### src/rtl/program_loader.sv
// Host byte stream -> program memory writer; holds the CPU while loading. LO byte accepted at edge k -> write strobe in cycle k+1.
// Backpressure via rx_ready (LEN/HI/LO/CHK only). Trailing XOR checksum byte enabled by PROG_LOADER_CHECKSUM_EN.
module program_loader #(
    parameter int PROGRAM_DataWidth = 16,
    parameter int PC_WIDTH          = 8,
    parameter int ByteWidth         = 8
) (
    input  logic                         clk_i,
    input  logic                         reset_i,
    input  logic                         start_i,
    input  logic [ByteWidth-1:0]         rx_data_i,
    input  logic                         rx_valid_i,
    output logic                         rx_ready_o,
    output logic [PC_WIDTH-1:0]          prog_adr_o,
    output logic [PROGRAM_DataWidth-1:0] prog_data_o,
    output logic                         prog_wr_en_o,
    output logic                         cpu_hold_o,
    output logic                         done_o,
    output logic                         error_o
);

    localparam int CW = PC_WIDTH + 1;

    typedef enum logic [2:0] {
        S_IDLE, S_LEN, S_HI, S_LO, S_WRITE, S_CHK, S_DONE, S_ERR
    } state_t;

    state_t                         state_q, state_d;
    logic [PC_WIDTH-1:0]            adr_q, adr_d;
    logic [PROGRAM_DataWidth-1:0]   data_q, data_d;
    logic [CW-1:0]                  cnt_q, cnt_d;
    logic [CW-1:0]                  total_q, total_d;
    logic                           hold_q, hold_d;
    logic                           done_q, done_d;
    logic                           xfer;
    logic                           start_ok;
`ifdef PROG_LOADER_CHECKSUM_EN
    logic [ByteWidth-1:0]           chk_q, chk_d;
    logic                           error_q, error_d;
`endif

    assign rx_ready_o   = (state_q == S_LEN) || (state_q == S_HI) ||
                          (state_q == S_LO)  || (state_q == S_CHK);
    assign xfer         = rx_valid_i & rx_ready_o;
    assign start_ok     = start_i & ((state_q == S_IDLE) || (state_q == S_DONE) ||
                                     (state_q == S_ERR));
    assign prog_wr_en_o = (state_q == S_WRITE);
    assign prog_adr_o   = adr_q;
    assign prog_data_o  = data_q;
    assign cpu_hold_o   = hold_q;
    assign done_o       = done_q;
`ifdef PROG_LOADER_CHECKSUM_EN
    assign error_o      = error_q;
`else
    assign error_o      = 1'b0;
`endif

    always_comb begin
        state_d = state_q;
        adr_d   = adr_q;
        data_d  = data_q;
        cnt_d   = cnt_q;
        total_d = total_q;
        hold_d  = hold_q;
        done_d  = done_q;
`ifdef PROG_LOADER_CHECKSUM_EN
        chk_d   = chk_q;
        error_d = error_q;
`endif
        case (state_q)
            S_IDLE, S_DONE, S_ERR: begin
                if (start_ok) begin
                    state_d = S_LEN;
                    adr_d   = '0;
                    cnt_d   = '0;
                    done_d  = 1'b0;
                    hold_d  = 1'b1;
`ifdef PROG_LOADER_CHECKSUM_EN
                    chk_d   = '0;
                    error_d = 1'b0;
`endif
                end
            end
            S_LEN: begin
                if (xfer) begin
                    // A zero length byte means a full memory image.
                    total_d = (rx_data_i == '0) ? (CW'(1) << PC_WIDTH) : CW'(rx_data_i);
                    state_d = S_HI;
                end
            end
            S_HI: begin
                if (xfer) begin
                    data_d[PROGRAM_DataWidth-1 -: ByteWidth] = rx_data_i;
`ifdef PROG_LOADER_CHECKSUM_EN
                    chk_d   = chk_q ^ rx_data_i;
`endif
                    state_d = S_LO;
                end
            end
            S_LO: begin
                if (xfer) begin
                    data_d[ByteWidth-1:0] = rx_data_i;
`ifdef PROG_LOADER_CHECKSUM_EN
                    chk_d   = chk_q ^ rx_data_i;
`endif
                    state_d = S_WRITE;
                end
            end
            S_WRITE: begin
                adr_d = adr_q + PC_WIDTH'(1);
                cnt_d = cnt_q + CW'(1);
                if (cnt_d == total_q) begin
`ifdef PROG_LOADER_CHECKSUM_EN
                    state_d = S_CHK;
`else
                    state_d = S_DONE;
                    done_d  = 1'b1;
                    hold_d  = 1'b0;
`endif
                end else begin
                    state_d = S_HI;
                end
            end
`ifdef PROG_LOADER_CHECKSUM_EN
            S_CHK: begin
                if (xfer) begin
                    // A bad checksum leaves the CPU stalled until a good load.
                    if (rx_data_i == chk_q) begin
                        state_d = S_DONE;
                        done_d  = 1'b1;
                        hold_d  = 1'b0;
                    end else begin
                        state_d = S_ERR;
                        error_d = 1'b1;
                    end
                end
            end
`endif
            default: state_d = S_IDLE;
        endcase
    end

    always_ff @(posedge clk_i or posedge reset_i) begin
        if (reset_i) begin
            state_q <= S_IDLE;
            adr_q   <= '0;
            data_q  <= '0;
            cnt_q   <= '0;
            total_q <= '0;
            hold_q  <= 1'b0;
            done_q  <= 1'b0;
`ifdef PROG_LOADER_CHECKSUM_EN
            chk_q   <= '0;
            error_q <= 1'b0;
`endif
        end else begin
            state_q <= state_d;
            adr_q   <= adr_d;
            data_q  <= data_d;
            cnt_q   <= cnt_d;
            total_q <= total_d;
            hold_q  <= hold_d;
            done_q  <= done_d;
`ifdef PROG_LOADER_CHECKSUM_EN
            chk_q   <= chk_d;
            error_q <= error_d;
`endif
        end
    end

endmodule

### config.mk
export PLATFORM = sky130hd
export DESIGN_NAME = program_loader
export DESIGN_NICKNAME = d
export VERILOG_FILES = /design/src/rtl/program_loader.sv
export SDC_FILE = /design/constraint.sdc
export NUM_CORES = 1
export LEC_CHECK = 0
export CAP_MARGIN = 30
export CORE_MARGIN = 1.5
export CORE_UTILIZATION = 55
export CTS_CLUSTER_DIAMETER = 200
export DETAILED_ROUTE_END_ITERATION = 8
export PLACE_DENSITY = 0.92
export SLEW_MARGIN = 20
export SYNTH_ARGS = -nofsm -noshare
export SYNTH_HDL_FRONTEND = slang
export SYNTH_SLANG_ARGS = --single-unit
export TNS_END_PERCENT = 10
### constraint.sdc
create_clock -name clk_i -period 4.1 [get_ports clk_i]
set_input_delay 1.23 -clock clk_i [delete_from_list [all_inputs] [get_ports clk_i]]
set_output_delay 1.23 -clock clk_i [all_outputs]
set_load 0.01 [all_outputs]
==> results.yml, run 1 <==
run_status:
  status: "complete, no violations"
critical_path:
  startpoint_type: "register"
  cp-end-kind: "primary output"
  reg2reg_depth: 6
  regToRegEndpoint: "cpu_hold_o"
  cp_max_fo: 18
  reg2reg_slack_ps: 1840
  r2r-start: "cnt_q[0]"
  arrival_ps: 2330
  required_ps: 2870
  criticalPathCategory: "reg2out"
synth:
  syn_area_mm2: 0.00227
  yosys_register_bits: 47
  synth_warnings: 0
  yosysTopAreaCellShare_pct: 51.8
  yosys-top-cells-area: "dfrtp_1, mux2_2, o21ai_0, nand2_1, xnor2_1"
  synth_cells: 211
  ys.flop_type: "dfrtp_1"
  netlist_top_cells_count: "dfrtp_1, o21ai_0, mux2_2"
  synth_fp_nets: 225
  yosysSeqAreaShare_pct: 51.8
  avgSynthCellArea_um2: 10.8
  synth_top_area_cell: "dfrtp_1"
  synth_cell_types: 40
  synth_enable_flop_cells: 0
  synth.most_common_cell: "dfrtp_1"
  synthArstFlopShare_pct: 100
sta:
  finalSetupViolCount: 0
  hold_viol_final: 0
  relSlewSlack_pct: 41.8
  tns_ps: 0
  fin_crit_ps: 3560
  maxSlewViolCount: 0
  fmax_mhz: 281
  setup_slack_ps: 543
  fin_crit_sh_pct: 86.8
  skew_ps: 9.23
  rsz0062_at_grt: "false"
  worst_pin_slew_ps: 874
floorplan:
  die-area_mm2: 0.00452
  die_x_um: 67.2
  core_area_mm2: 0.00397
  start_util_pct: 57.1
  ios: 41
  rows: 23
  fp.dieH_um: 67.2
detailed_routing:
  routed_wl_mm: 4.67
  wl_per_cell_um: 15.5
  drc: 0
  postRouteAntennaNets: 0
  num_vias: 1721
  drtPass1Iterations: 4
  viasPerCell: 5.72
  drt_iter0_drc: 125
power:
  power_density_mw_per_mm2: 665
  peakVddDrop_mv: 0.453
  leakagePower_nw: 1.16
place:
  place_hpwl_mm: 3.24
  portBuffers: 39
  place_ws_ps: 888
  gp_congestion: 0.839
min_path:
  min_to: "cpu_hold_o"
  min_from: "cpu_hold_o"
  hp-class: "reg2reg"
  whs_path_depth: 1
global_route:
  grt.overflow.total: 0
  grt_max_degree: 48
  antenna_found_initial: 0
  grt_pass1_wl_mm: 7.50
  grt.total_usage_pct: 22.3
  grt_pass1_vias: 1603
clocking:
  root_buffer: "clkbuf_8"
  insertion_delay_ps: 300
  cts_inserted_buffers: 5
  htreeDepth: 2
  cts_resized: 0
  clk_pin_slew_ps: 90
  cts_tree: "yes"
  cts_setup_buffers: 0
  clock-sinks: 47
  hold_buffers: 0
  cts_buffer_depth: 2
final_layout:
  drive_gt1_share_pct: 15.5
  diodes: 0
  layout-area-overhead-vs-synth_pct: 24.5
  nets: 265
  fillerInstances: 304
run:
  cap_violations: 0
cells in the final DEF (no fill, tap or decap), types with 2 or more instances in the layout:
| cell type | count |
|---|---|
| or3_1 | 4 |
| o21ai_0 | 25 |
| clkbuf_8 | 5 |
| ha_1 | 2 |
| nand4b_1 | 2 |
| o31ai_1 | 3 |
| o211ai_1 | 2 |
| nor2_1 | 13 |
| xor2_1 | 4 |
| dfrtp_1 | 47 |
| nor3_1 | 2 |
| nand3_1 | 13 |
| mux2_2 | 24 |
| a21oi_1 | 5 |
| nor4_1 | 2 |
| a22oi_1 | 2 |
| xnor2_1 | 9 |
| clkdlybuf4s50_1 | 39 |
| nand2_1 | 21 |
| inv_1 | 3 |
where the power goes:
| group | leakage [nW] | internal [W] | switching, W |
|---|---|---|---|
| Combinational | 0.512 | 0.000444 | 0.000323 |
| Clock | 0.0513 | 0.000179 | 0.000147 |
| Sequential | 0.593 | 0.000629 | 0.000156 |
layout make-up:
type | count | area (um^2) | area share (%)
tap | 50 | 62.6 | 2.21
timing repair buffer | 41 | 425 | 15.1
multi-input combinational | 151 | 1040 | 36.8
sequential | 47 | 1180 | 41.6
clock buffer | 6 | 72.6 | 2.57
inverter | 5 | 18.8 | 0.664
clock inverter | 1 | 30.0 | 1.06
how the worst max path moves through the flow:
| stage | start | to | slack (ps) | depth (start not counted) |
|---|---|---|---|---|
| floorplan | state_q[0] | prog_wr_en_o | 1710 | 3 |
| global placement | state_q[2] | prog_wr_en_o | 930 | 3 |
| detailed placement | state_q[2] | prog_wr_en_o | 890 | 3 |
| CTS | state_q[2] | prog_wr_en_o | 540 | 3 |
| global route | state_q[2] | prog_wr_en_o | 450 | 3 |
| finish | state_q[2] | prog_wr_en_o | 540 | 3 |
registers in the layout, summed over array words and instances, names as in the netlist:
name	cells
cpu_hold_o	1
state_q	3
total_q	9
cnt_q	9
prog_adr_o	8
done_o	1
prog_data_o	16
critical path, cell delays in order (launching register included):
cell and delay (ps):
dfrtp_1 550, or3b_2 670, clkinv_1 230, clkdlybuf4s50_1 570
per-stage QoR:
stage               hold WS, ps  cell area [um^2]  cells  total power (W)  util, %
global route                520              2830    301          0.00199     71.1
detailed placement          471              2700    293          0.00155     67.9
floorplan                   470              2270    211          0.00123        -
CTS                         491              2800    300          0.00188     70.4
global placement            462              2700    293          0.00152     67.9
finish                      487              2830    301          0.00188     71.1
metal layers:
layer | up-vias | global-route usage (%) | wire length (um)
met3 | 7 | 5.17 | 237
met2 | 55 | 36.5 | 2350
met5 | - | 0 | 0
li1 | 831 | - | -
met4 | 0 | 7.40 | 64
met1 | 828 | 29.4 | 2020
kinds of logic after synthesis:
| kind of cell | synth area share [%] |
|---|---|
| AND/OR/NAND/NOR | 14.7 |
| flip-flops | 51.8 |
| AO/OA/AOI/OAI | 11.9 |
| multiplexers | 11.9 |
| XOR/XNOR | 6.07 |
| buffers and inverters | 2.32 |
| adder cells (fa/ha/maj) | 1.10 |
| other | 0.165 |
No activity file was read; power rests on OpenSTA's default activity.
==> run 2, diff against run 1 <==
--- a/config.mk
+++ b/config.mk
@@ -11,6 +11,7 @@
 export CTS_CLUSTER_DIAMETER = 200
 export DETAILED_ROUTE_END_ITERATION = 8
 export PLACE_DENSITY = 0.92
+export SKIP_CTS_REPAIR_TIMING = 1
 export SLEW_MARGIN = 20
 export SYNTH_ARGS = -nofsm -noshare
 export SYNTH_HDL_FRONTEND = slang
==> results of run 2 <==
The final DEF is identical to that of run 1; final timing and power are the same.
